[src/rtl/wb_stage_mq.sv]
// ============================================================================
// Module   : wb_stage_mq
// Purpose  : MIPS writeback stage. Owns the M/W register, selects write-back
//            data, and shares the register-file port with a queue of MDU results.
// Revision : 1.0
// ============================================================================
`default_nettype none

module wb_stage_mq #(
  parameter int                 DATA_W   = 32,
  parameter int                 REG_AW   = 5,
  parameter int                 LINK_REG = 31,
  parameter int                 MQ_DEPTH = 2,
  parameter int                 CNT_W    = 32,
  parameter logic [DATA_W-1:0]  RESET_PC = 'h00003000
) (
  input  logic                  clk,
  input  logic                  reset,
  input  logic                  w_stall,
  input  logic                  w_flush,
  input  logic                  m_valid,
  input  logic [DATA_W-1:0]     m_pc,
  input  logic                  m_wr_en,
  input  logic [REG_AW-1:0]     m_wr_addr,
  input  logic [1:0]            m_wr_src,
  input  logic                  m_link_cond,
  input  logic [DATA_W-1:0]     m_rs_val,
  input  logic [DATA_W-1:0]     m_alu_res,
  input  logic [DATA_W-1:0]     m_imm,
  input  logic [DATA_W-1:0]     m_mem_word,
  input  logic [1:0]            m_byte_off,
  input  logic [2:0]            m_load_type,
  input  logic                  mdu_valid,
  input  logic [REG_AW-1:0]     mdu_addr,
  input  logic [DATA_W-1:0]     mdu_data,
  output logic                  mdu_ready,
  output logic                  rf_we,
  output logic [REG_AW-1:0]     rf_waddr,
  output logic [DATA_W-1:0]     rf_wdata,
  output logic                  w_valid,
  output logic [DATA_W-1:0]     w_pc,
  output logic [2**REG_AW-1:0]  mdu_pend,
  output logic [CNT_W-1:0]      retire_cnt
);

  localparam int                c_nreg  = 2**REG_AW;
  localparam int                c_ptr_w = $clog2(MQ_DEPTH);
  localparam logic [c_ptr_w:0]  c_depth = (c_ptr_w+1)'(MQ_DEPTH);
  localparam logic [REG_AW-1:0] c_link  = REG_AW'(LINK_REG);

  // W register
  logic                r_valid, r_wr_en, r_link_cond;
  logic [DATA_W-1:0]   r_pc, r_rs_val, r_alu_res, r_imm, r_mem_word;
  logic [REG_AW-1:0]   r_wr_addr;
  logic [1:0]          r_wr_src, r_byte_off;
  logic [2:0]          r_load_type;

  always_ff @(posedge clk) begin
    if (!reset) begin
      r_valid     <= 1'b0;
      r_pc        <= RESET_PC;
      r_wr_en     <= 1'b0;
      r_wr_addr   <= '0;
      r_wr_src    <= '0;
      r_link_cond <= 1'b0;
      r_rs_val    <= '0;
      r_alu_res   <= '0;
      r_imm       <= '0;
      r_mem_word  <= '0;
      r_byte_off  <= '0;
      r_load_type <= '0;
    end else if (w_flush) begin
      r_valid <= 1'b0;
    end else if (!w_stall) begin
      r_valid     <= m_valid;
      r_pc        <= m_pc;
      r_wr_en     <= m_wr_en;
      r_wr_addr   <= m_wr_addr;
      r_wr_src    <= m_wr_src;
      r_link_cond <= m_link_cond;
      r_rs_val    <= m_rs_val;
      r_alu_res   <= m_alu_res;
      r_imm       <= m_imm;
      r_mem_word  <= m_mem_word;
      r_byte_off  <= m_byte_off;
      r_load_type <= m_load_type;
    end
  end

  // Load extension and write-back source select
  logic [7:0]        w_byte;
  logic [15:0]       w_half;
  logic [DATA_W-1:0] w_load, w_pipe_data;

  assign w_byte = r_mem_word[{r_byte_off, 3'b000} +: 8];
  assign w_half = r_mem_word[{r_byte_off[1], 4'b0000} +: 16];

  always_comb begin
    case (r_load_type)
      3'd1:    w_load = {{(DATA_W-8){w_byte[7]}}, w_byte};
      3'd2:    w_load = {{(DATA_W-8){1'b0}}, w_byte};
      3'd3:    w_load = {{(DATA_W-16){w_half[15]}}, w_half};
      3'd4:    w_load = {{(DATA_W-16){1'b0}}, w_half};
      default: w_load = r_mem_word;
    endcase
  end

  always_comb begin
    case (r_wr_src)
      2'd0:    w_pipe_data = r_alu_res;
      2'd1:    w_pipe_data = w_load;
      2'd2:    w_pipe_data = r_imm;
      default: w_pipe_data = r_pc + DATA_W'(8);
    endcase
  end

  // A not-taken conditional link resolves to r0, i.e. no write
  logic [REG_AW-1:0] w_dest;
  logic              w_pipe_wr;

  always_comb begin
    w_dest = '0;
    if (r_link_cond) begin
      if (r_rs_val[DATA_W-1]) w_dest = c_link;
    end else if (r_wr_en) begin
      w_dest = r_wr_addr;
    end
  end

  assign w_pipe_wr = r_valid && !w_stall && (w_dest != '0);

  // MDU result queue
  logic [REG_AW-1:0]  r_q_addr [MQ_DEPTH];
  logic [DATA_W-1:0]  r_q_data [MQ_DEPTH];
  logic [c_ptr_w-1:0] r_rd_ptr, r_wr_ptr;
  logic [c_ptr_w:0]   r_count;
  logic               w_q_ne, w_push, w_pop;
  logic [MQ_DEPTH-1:0] w_occ;
  logic [c_nreg-1:0]  w_pend;

  assign w_q_ne    = (r_count != '0);
  assign mdu_ready = (r_count < c_depth);
  assign w_push    = mdu_valid && mdu_ready;
  assign w_pop     = !w_pipe_wr && w_q_ne;

  always_ff @(posedge clk) begin
    if (w_push) begin
      r_q_addr[r_wr_ptr] <= mdu_addr;
      r_q_data[r_wr_ptr] <= mdu_data;
    end
  end

  always_ff @(posedge clk) begin
    if (!reset) begin
      r_rd_ptr <= '0;
      r_wr_ptr <= '0;
      r_count  <= '0;
    end else begin
      if (w_push) r_wr_ptr <= r_wr_ptr + c_ptr_w'(1);
      if (w_pop)  r_rd_ptr <= r_rd_ptr + c_ptr_w'(1);
      case ({w_push, w_pop})
        2'b10:   r_count <= r_count + (c_ptr_w+1)'(1);
        2'b01:   r_count <= r_count - (c_ptr_w+1)'(1);
        default: r_count <= r_count;
      endcase
    end
  end

  // Slot j is occupied when its distance from the read pointer is below count
  for (genvar j = 0; j < MQ_DEPTH; j++) begin : g_occ
    assign w_occ[j] = ((c_ptr_w+1)'(c_ptr_w'(j) - r_rd_ptr)) < r_count;
  end

  always_comb begin
    w_pend = '0;
    for (int j = 0; j < MQ_DEPTH; j++) begin
      if (w_occ[j]) w_pend[r_q_addr[j]] = 1'b1;
    end
    w_pend[0] = 1'b0;
  end

  assign mdu_pend = w_pend;

  // Register-file port arbitration: pipeline first, then queue head
  always_comb begin
    rf_we    = 1'b0;
    rf_waddr = '0;
    rf_wdata = '0;
    if (w_pipe_wr) begin
      rf_we    = 1'b1;
      rf_waddr = w_dest;
      rf_wdata = w_pipe_data;
    end else if (w_q_ne) begin
      rf_we    = (r_q_addr[r_rd_ptr] != '0);
      rf_waddr = r_q_addr[r_rd_ptr];
      rf_wdata = r_q_data[r_rd_ptr];
    end
  end

  logic [CNT_W-1:0] r_retire;

  always_ff @(posedge clk) begin
    if (!reset) begin
      r_retire <= '0;
    end else if (r_valid && !w_stall && !w_flush) begin
      r_retire <= r_retire + CNT_W'(1);
    end
  end

  assign retire_cnt = r_retire;
  assign w_valid    = r_valid;
  assign w_pc       = r_pc;

endmodule

`default_nettype wire

[config.mk]
export PLATFORM = sky130hd
export DESIGN_NAME = wb_stage_mq
export DESIGN_NICKNAME = d
export VERILOG_FILES = /design/src/rtl/wb_stage_mq.sv
export SDC_FILE = /design/constraint.sdc
export NUM_CORES = 1
export LEC_CHECK = 0
export BUFFER_PORTS_ARGS = -buffer_cell sky130_fd_sc_hd__buf_2
export CAP_MARGIN = 20
export CORE_ASPECT_RATIO = 2
export CORE_MARGIN = 4
export CORE_UTILIZATION = 30
export DETAILED_ROUTE_END_ITERATION = 10
export GPL_TIMING_DRIVEN = 1
export PLACE_DENSITY_LB_ADDON = 0.12
export SYNTH_ARGS = -nofsm -noshare
export SYNTH_HDL_FRONTEND = slang
export SYNTH_SLANG_ARGS = --single-unit
[constraint.sdc]
create_clock -name clk -period 2.75 [get_ports clk]
set_input_delay 0.1375 -clock clk [delete_from_list [all_inputs] [get_ports clk]]
set_output_delay 0.1375 -clock clk [all_outputs]
set_load 0.05 [all_outputs]
==> flow_summary.yaml, run 1 <==
worst_setup_path:
  path_class: "register to primary output"
  cp_data_arrival_time_ns: 2.75
  r2r_setup_slack_ns: 0.49
  r2r_cells: 8
  rr_startpoint: "r_link_cond"
  crit_fanout: 6
  slowest_stage: "mux4_2"
  crit_start: "r_byte_off[0]"
  cp_top_family: "compound AO/OA/AOI/OAI gates"
  crit_chain: "mux4_2, o32a_4, or2_4, a221oi_2, buf_4, o32ai_4, buf_12"
  cp.depth: 7
  critPathCapture: "rf_wdata[18]"
  endpoint_kind: "primary output"
  crit_path_max_incr_delay_ns: 0.54
  cp_num_buf_inv: 2
  startpoint_type: "register"
  required_ns: 2.61
  r2r_end: "r_count[1]"
logic_synthesis:
  synth.top_cells.by_area: "dfxtp_1, edfxtp_1, nand2_1, a21oi_1, mux2i_1"
  async_flop_share_pct: 0
  synth_cell_type_count: 70
  synth_top_area_share_pct: 29.88
  synth_nets: 1611
  synth_area_per_cell_sq_um: 8.724
  synth_ff_type: "dfxtp_1"
  yosys_warnings: 0
  syn-cell-area_sq_um: 12130
  synth-edff-count: 74
  synth-seq-area-share_pct: 48.20
  syn_inst: 1390
  synth_top_area_cell: "dfxtp_1"
  ys_ff_latch: 255
floorplanning:
  rows: 104
  die_h_um: 292.3
  fp.dieW_um: 150.2
  start_util_pct: 30.26
  core_area_sq_um: 40080
  ios: 353
  dieArea_sq_um: 43900
timing:
  finalHoldViolations: 0
  slew_viol_final: 0
  finalSetupViolCount: 20
  max_freq_mhz: 345.8
  finalClockSkew_ns: 0.01018
  tightest_slew_ns: 0.6795
  maxSlewHeadroom_pct: 54.70
  rsz0062_at_grt: "true"
  period_share_pct: 105.2
  layout_min_cycle_time_ns: 2.892
  worst_slack_ns: -0.1422
outcome:
  violations: "negative setup slack"
  status: "finished, violations left"
hold_path:
  min_from: "mdu_valid"
  worst_hold_path_type: "input port to register"
  hold_path_depth: 4
clock_network:
  clock_latency_ns: 0.54
  cts.reportedPaths.clkPinSlew_ns: 0.07
  cts_tree: "done"
  cts_buffers: 25
  cts_max_level: 1
  cts_buffer_depth: 3
  cts_root_buffer: "clkbuf_16"
  cts.sinks: 255
cells_and_area:
  regArea_sq_um: 5872
  fill_cells: 4051
  fin_cells: 2457
  postLayoutCellArea_sq_um: 18180
  antenna_cells: 0
  area_growth_pct: 49.91
  multi_input_comb_area_sq_um: 6332
  drive_gt1_share_pct: 28.91
  fin_nets: 2130
drt:
  routed-via-count: 12346
  wl_um: 53740
  ant_nets: 0
  avgViaCountPerCell: 5.025
  drt_iter0_markers: 585
  wl_per_cell_um: 21.87
  drtPass1Iterations: 5
  remaining_drc_errors: 0
pwr:
  peakVddDrop_uv: 527.3
  p_leak_nw: 6.966
  power_density_nw_per_um2: 654.1
global_route:
  grt_pass1_wl_um: 77120
  grt_max_degree: 104
  grt_pass1_vias: 12776
  grt_use_total_pct: 23.52
  gr-total-overflow: 0
  antenna_found_initial: 0
placed_design:
  dp.cells: 2216
  placed_cell_area_sq_um: 14840
  hpwlAfterDp_um: 40310
  port_buffers: 320
  post-place-ws_ns: 0.09499
  gp_congestion: 0.9051
run:
  maxCapViolations: 0
==> cells by family (layout without fill, tap and decap cells) <==
group / Yosys count / after routing / share of synthesized area [%]
AOI/OAI and AO/OA: 354 / 354 / 17.64
DFF: 255 / 255 / 48.20
xor gates and xnor gates: 51 / 51 / 3.683
muxes: 63 / 63 / 5.541
other: 1 / 1 / 0.03092
and+or+nand+nor: 551 / 551 / 20.49
adders and majority gates: 4 / 4 / 0.4127
buffers and inverters: 111 / 648 / 3.993
==> stage by stage <==
stage	utilization [%]	hold slack, ns	setup TNS [ns]	power (mW)
6_report	45.36	0.06740	-1.567	11.89
5_1_grt	45.36	0.08141	-3.823	12.34
4_1_cts	44.62	0.04522	-3.597	11.94
3_5_place_dp	37.03	0.3312	0	7.912
3_3_place_gp	37.03	0.3281	0	7.898
2_1_floorplan	-	0.2093	-0.07697	6.558
==> worst reg2reg max path: cells and delay by family, from the launching register on <==
kind / cells / cell delay (ns)
AO/OA/AOI/OAI: 3 / 0.62
multiplexers: 1 / 0.24
AND/OR/NAND/NOR: 1 / 0.37
adder cells (fa/ha/maj): 1 / 0.32
flip-flops: 1 / 0.39
buffers and inverters: 2 / 0.26
==> state kept, by name, indices dropped and copies added, names as in the netlist, 5 cells and up, named ones only <==
register,count
r_wr_addr,5
r_mem_word,32
w_pc,32
r_q_addr,10
retire_cnt,32
r_imm,32
r_alu_res,32
r_q_data,64
==> final cells by class <==
class	instances	share of cell area (%)
Multi-Input combinational cell	1024	34.83
Sequential cell	255	32.30
Timing Repair Buffer	586	24.19
Clock buffer	30	3.765
Tap cell	530	3.648
Clock inverter	15	0.8741
Inverter	17	0.3854
==> synth_stat cells, types with 10 or more instances <==
cell type / n
edfxtp_1: 74
clkbuf_1: 80
o22a_1: 12
xor2_1: 30
nand3_1: 31
nand2b_1: 10
inv_1: 14
nand4_1: 19
nand2_1: 331
nand3b_1: 12
mux2i_1: 48
o21ai_0: 37
nor3_1: 17
a21oi_1: 186
o22ai_1: 46
o221ai_1: 21
xnor2_1: 21
nor2_1: 66
mux2_2: 13
dfxtp_1: 181
==> report_power, final <==
part	switching [mW]	internal, mW	total (mW)
Sequential	0.219	4.20	4.42
Combinational	2.43	1.44	3.87
Clock	1.56	2.05	3.61
Total	4.20	7.69	11.9
==> layout by cell type (no fill, tap or decap), types with 20 or more instances in the layout <==
| master | instances |
|---|---|
| xor2_1 | 30 |
| buf_4 | 71 |
| dlygate4sd3_1 | 184 |
| mux2i_1 | 47 |
| dfxtp_1 | 164 |
| a21oi_1 | 182 |
| clkbuf_16 | 25 |
| nand3_1 | 30 |
| nor2_1 | 62 |
| xnor2_1 | 20 |
| o22ai_1 | 40 |
| o21ai_0 | 30 |
| buf_2 | 301 |
| edfxtp_1 | 74 |
| nand2_1 | 329 |
==> per-layer routing <==
metal | global-route usage, % | part of all wire [%] | vias up
li1 | - | - | 5977
met1 | 22.68 | 34 | 5868
met2 | 46.21 | 55 | 387
met3 | 3.653 | 4.8 | 114
met4 | 12.69 | 6.5 | 0
met5 | 0 | 0 | -
==> worst min path at each step <==
stage,to,slack (ns)
final,r_wr_ptr,0.07
after floorplan,w_pc[12],0.21
after detailed placement,r_q_data[0][26],0.33
after global placement,r_q_data[0][28],0.33
after global routing,r_wr_ptr,0.08
after CTS,r_wr_ptr,0.05
==> repair_timing <==
| item | in CTS | in global routing |
|---|---|---|
| hold endpoints to repair | 218 | 0 |
| hold buffers | 184 | 0 |
| resized for setup | 74 | 41 |
| pin swaps | 20 | 20 |
| cloned | 1 | 0 |
| setup endpoints to repair | 33 | 61 |
| buffers inserted | 4 | 12 |
No activity file was read; power rests on OpenSTA's default activity.
==> run 2: changes to the inputs <==
--- a/config.mk
+++ b/config.mk
@@ -13,6 +13,7 @@
 export DETAILED_ROUTE_END_ITERATION = 10
 export GPL_TIMING_DRIVEN = 1
 export PLACE_DENSITY_LB_ADDON = 0.12
+export RECOVER_POWER = 100
 export SYNTH_ARGS = -nofsm -noshare
 export SYNTH_HDL_FRONTEND = slang
 export SYNTH_SLANG_ARGS = --single-unit
==> flow_summary.yaml, run 2 (same netlist as run 1, synthesis figures left out) <==
cells_and_area:
  utilization_pct: 44.91
  regMostFlops: "r_q_data"
  area_growth_pct: 48.44
  final_common_cell: "nand2_1"
  fill_cells: 4090
  fin_nets: 2130
  drive_gt1_share_pct: 23.30
  largest_reg_flops: 64
  final_cell_mix: "nand2_1, dlygate4sd3_1, a21oi_1"
  antenna_cells: 0
worst_setup_path:
  required_ns: 2.61
  startpoint_type: "register"
  crit_fanout: 6
  path_class: "register to primary output"
  endpoint_kind: "primary output"
  cp_data_arrival_time_ns: 2.76
floorplanning:
  fp.dieW_um: 150.2
  rows: 104
  dieArea_sq_um: 43900
  ios: 353
  die_h_um: 292.3
  core_area_sq_um: 40080
  start_util_pct: 30.26
global_route:
  grt_util_met2_pct: 46.21
  grt_use_total_pct: 23.52
  use_met3_pct: 3.653
  grt_util_met1_pct: 22.68
  grt_pass1_wl_um: 77120
  busiest_layer: "met2"
  grt_pass1_vias: 12776
  grt_max_degree: 104
  antenna_found_initial: 0
  gr-total-overflow: 0
timing:
  rsz0062_at_grt: "true"
  worst_slack_ns: -0.1487
  slew_viol_final: 0
  tightest_slew_ns: 1.112
  layout_min_cycle_time_ns: 2.899
  max_freq_mhz: 345.0
  finalSetupViolCount: 21
  finalClockSkew_ns: 0.008619
  finalHoldViolations: 0
  period_share_pct: 105.4
  maxSlewHeadroom_pct: 25.87
drt:
  wl_per_cell_um: 21.83
  avgViaCountPerCell: 5.013
  wl_um: 53630
  routed-via-count: 12316
  ant_nets: 0
  drtPass1Iterations: 4
  drt_iter0_markers: 586
  remaining_drc_errors: 0
hold_path:
  worst_hold_path_type: "input port to register"
clock_network:
  cts_root_buffer: "clkbuf_16"
  cts_buffers: 25
  cts.reportedPaths.clkPinSlew_ns: 0.07
  cts_tree: "done"
  cts_buffer_depth: 3
  cts_max_level: 1
  clock_latency_ns: 0.54
  cts.sinks: 255
placed_design:
  post-place-ws_ns: 0.09499
  gp_congestion: 0.9051
  port_buffers: 320
  hpwlAfterDp_um: 40310
pwr:
  power_density_nw_per_um2: 658.9
  p_leak_nw: 6.550
  peakVddDrop_uv: 524.5
outcome:
  violations: "negative setup slack"
  status: "finished, violations left"
run:
  maxCapViolations: 0
-- run 2: cell count changes in the layout (fill, tap and decap cells not counted), sizes merged --
cell / previous run / this run
buf: 400 / 269
clkbuf: 31 / 162
-- run 2: critical path, cell delays in order, from the launching register on --
cell and delay [ns]:
dfxtp_2 0.34, mux4_2 0.54, o32a_4 0.39, buf_6 0.15, o21a_4 0.21, o221ai_2 0.15, o211ai_1 0.19, buf_4 0.25
-- run 2: through the flow --
step                area, sq um  TNS (ns)  cells  power, mW  hold WS, ns
floorplan                 12210  -0.07697   1390      6.558       0.2093
global placement          14840         0   2216      7.898       0.3281
detailed placement        14840         0   2216      7.912       0.3312
CTS                       17880    -3.597   2448      11.94      0.04522
global route              18000    -4.003   2457      12.31      0.08148
finish                    18000    -1.662   2457      11.86      0.06593
-- run 2: layout make-up --
| cell class | instances | area, sq um | share of cell area (%) |
|---|---|---|---|
| Multi-Input combinational cell | 1024 | 6321 | 35.12 |
| Timing Repair Buffer | 586 | 4232 | 23.51 |
| Inverter | 17 | 70.07 | 0.3892 |
| Tap cell | 530 | 663.1 | 3.684 |
| Sequential cell | 255 | 5872 | 32.62 |
| Clock inverter | 15 | 158.9 | 0.8827 |
| Clock buffer | 30 | 684.4 | 3.802 |
-- run 2: path summary, 6_finish.rpt --
kind / from / endpoint / slack [ns] / cells past startpoint
min reg2reg: r_alu_res[1] / r_alu_res[1] / 0.45 / 2
min: mdu_valid / r_wr_ptr / 0.07 / 4
max reg2reg: w_valid / retire_cnt[30] / 0.48 / 6
max: r_byte_off[0] / rf_wdata[13] / -0.15 / 7
-- run 2: repair_timing --
| item | CTS | global route |
|---|---|---|
| buffers inserted | 4 | 12 |
| gates resized for setup | 74 | 41 |
| pin swaps | 20 | 20 |
| endpoints found under the setup margin | 33 | 61 |
| cloned | 1 | 0 |
| hold endpoints to repair | 218 | 0 |
| hold buffers | 184 | 0 |
-- run 2: per-layer routing --
layer / part of all wire, % / wire, um / up-vias
li1: - / - / 5982
met1: 33 / 17840 / 5836
met2: 55 / 29670 / 388
met3: 5.0 / 2655 / 110
met4: 6.5 / 3464 / 0
met5: 0 / 0 / -
-- run 2: where the power goes --
part	total [mW]	switching, mW	internal, mW	leakage (nW)
logic	3.84	2.43	1.41	3.97
clock network	3.60	1.55	2.05	0.408
registers	4.42	0.219	4.20	2.17
==> run 3: changes to the inputs <==
--- a/config.mk
+++ b/config.mk
@@ -7,6 +7,8 @@
 export LEC_CHECK = 0
 export BUFFER_PORTS_ARGS = -buffer_cell sky130_fd_sc_hd__buf_2
 export CAP_MARGIN = 20
+export CELL_PAD_IN_SITES_DETAIL_PLACEMENT = 0
+export CELL_PAD_IN_SITES_GLOBAL_PLACEMENT = 2
 export CORE_ASPECT_RATIO = 2
 export CORE_MARGIN = 4
 export CORE_UTILIZATION = 30
==> flow_summary.yaml, run 3 (same netlist as run 1, synthesis figures left out) <==
outcome:
  status: "finished, violations left"
  violations: "max-capacitance violations, max-slew violations, negative setup slack"
drt:
  drtPass1Iterations: 4
  ant_nets: 0
  avgViaCountPerCell: 5.009
  remaining_drc_errors: 0
  drt_iter0_markers: 509
  wl_per_cell_um: 21.70
  wl_um: 53360
  routed-via-count: 12317
worst_setup_path:
  endpoint_kind: "primary output"
  startpoint_type: "register"
  crit_chain: "mux4_2, o32a_4, buf_12, a21oi_2, o22ai_1, buf_4, a32o_2, buf_12"
  cpMostUsedCell: "buf_12"
  required_ns: 2.61
  slowest_stage: "mux4_2"
  cp_data_arrival_time_ns: 2.73
  crit_fanout: 7
  crit_path_max_incr_delay_ns: 0.52
  cp.depth: 8
  cp_num_buf_inv: 3
  rr_startpoint: "retire_cnt[4]"
  cp_top_family: "compound AO/OA/AOI/OAI gates"
  crit_start: "r_byte_off[0]"
  path_class: "register to primary output"
  r2r_cells: 6
clock_network:
  cts_buffers: 26
  clock_latency_ns: 0.55
  cts.sinks: 255
  cts_max_level: 1
  cts_tree: "done"
  cts_buffer_depth: 3
  cts.reportedPaths.clkPinSlew_ns: 0.06
  cts_root_buffer: "clkbuf_16"
timing:
  maxSlewHeadroom_pct: -29.67
  slew_viol_final: 45
  rsz0062_at_grt: "true"
  max_freq_mhz: 348.8
  finalSetupViolCount: 16
  period_share_pct: 104.3
  hold_ws_ns: 0.08425
  finalHoldViolations: 0
  tightest_slew_ns: 1.945
  worst_slack_ns: -0.1170
  layout_min_cycle_time_ns: 2.867
  finalClockSkew_ns: 0.008521
global_route:
  grt_max_degree: 78
  gr-total-overflow: 0
  grt_use_total_pct: 23.71
  grt_pass1_vias: 12820
  grt_pass1_wl_um: 78070
  antenna_found_initial: 2
cells_and_area:
  multi_input_comb_area_sq_um: 6317
  regMostFlops: "r_q_data"
  largest_reg_flops: 64
  fin_nets: 2129
  regArea_sq_um: 5876
  final_common_cell: "nand2_1"
  final_cell_mix: "nand2_1, dlygate4sd3_1, a21oi_1"
  fill_cells: 4091
  area_growth_pct: 49.92
  drive_gt1_share_pct: 23.87
  utilization_pct: 45.36
hold_path:
  min_from: "mdu_valid"
  hold_path_depth: 4
  worst_hold_path_type: "input port to register"
placed_design:
  port_buffers: 320
  hpwlAfterDp_um: 40760
  gp_congestion: 0.8472
pwr:
  peakVddDrop_uv: 451.4
  p_leak_nw: 6.606
  power_density_nw_per_um2: 667.8
floorplanning:
  rows: 104
  fp.dieW_um: 150.2
  start_util_pct: 30.26
  core_area_sq_um: 40080
  ios: 353
  die_h_um: 292.3
  dieArea_sq_um: 43900
run:
  maxCapViolations: 1
run 3: cell types whose count changed in the layout (fill, tap and decap cells not counted), sizes merged:
cell | before | now
buf | 269 | 273
clkbuf | 162 | 163
clkinv | 10 | 6
clkinvlp | 4 | 3
diode | 0 | 2
run 3: final timing paths:
| path | slack, ns | endpoint |
|---|---|---|
| worst min-delay path | 0.08 | r_wr_ptr |
| worst max-delay path | -0.12 | rf_wdata[10] |
| worst max register to register | 0.29 | retire_cnt[30] |
| worst min register to register | 0.45 | r_imm[15] |
run 3: power breakdown:
| group | total (mW) | internal, mW | switching (mW) |
|---|---|---|---|
| clock | 3.80 | 2.26 | 1.54 |
| sequential | 4.45 | 4.20 | 0.247 |
| combinational | 3.89 | 1.46 | 2.43 |
| total | 12.1 | 7.93 | 4.21 |
run 3: final cells by class:
type                    instances  area share (%)
diodes                          2         0.02753
clock buffers                  37           4.315
clock inverters                10          0.7295
inverters                      17          0.4129
multi-input cells            1024           34.75
flip-flops and latches        255           32.32
well taps                     530           3.648
repair buffers                584           23.80
run 3: metal layers:
metal	vias to the layer above	wire length [um]	track usage, %
li1	5988	-	-
met1	5857	18740	24.09
met2	369	28480	44.72
met3	103	2558	3.839
met4	0	3580	13.56
met5	-	0	0
run 3: worst reg2reg max path, delay by kind of cell, from the launching register on:
family / cells / cell delay (ns)
AO/OA/AOI/OAI: 1 / 0.14
buffers and inverters: 1 / 0.56
flip-flops: 1 / 0.45
AND/OR/NAND/NOR: 4 / 1.24
run 3: what timing repair did:
action | in CTS | in global routing
hold endpoints to repair | 219 | 0
resized for setup | 84 | 52
setup buffers | 15 | 11
setup endpoints to repair | 44 | 61
pin swaps | 20 | 12
gates cloned | 0 | 0
hold buffers | 184 | 0
run 3: through the flow:
stage	TNS, ns	power [mW]	std cells	area (sq um)	worst slack (ns)
after floorplan	-0.07697	6.558	1390	12210	-0.07697
after global placement	0	7.988	2202	14820	0.04346
after detailed placement	-0.002471	8.004	2202	14820	-0.002471
after CTS	-3.370	12.23	2448	18040	-0.2082
after global routing	-6.206	12.63	2459	18180	-0.1725
final	-0.9102	12.14	2459	18180	-0.1170
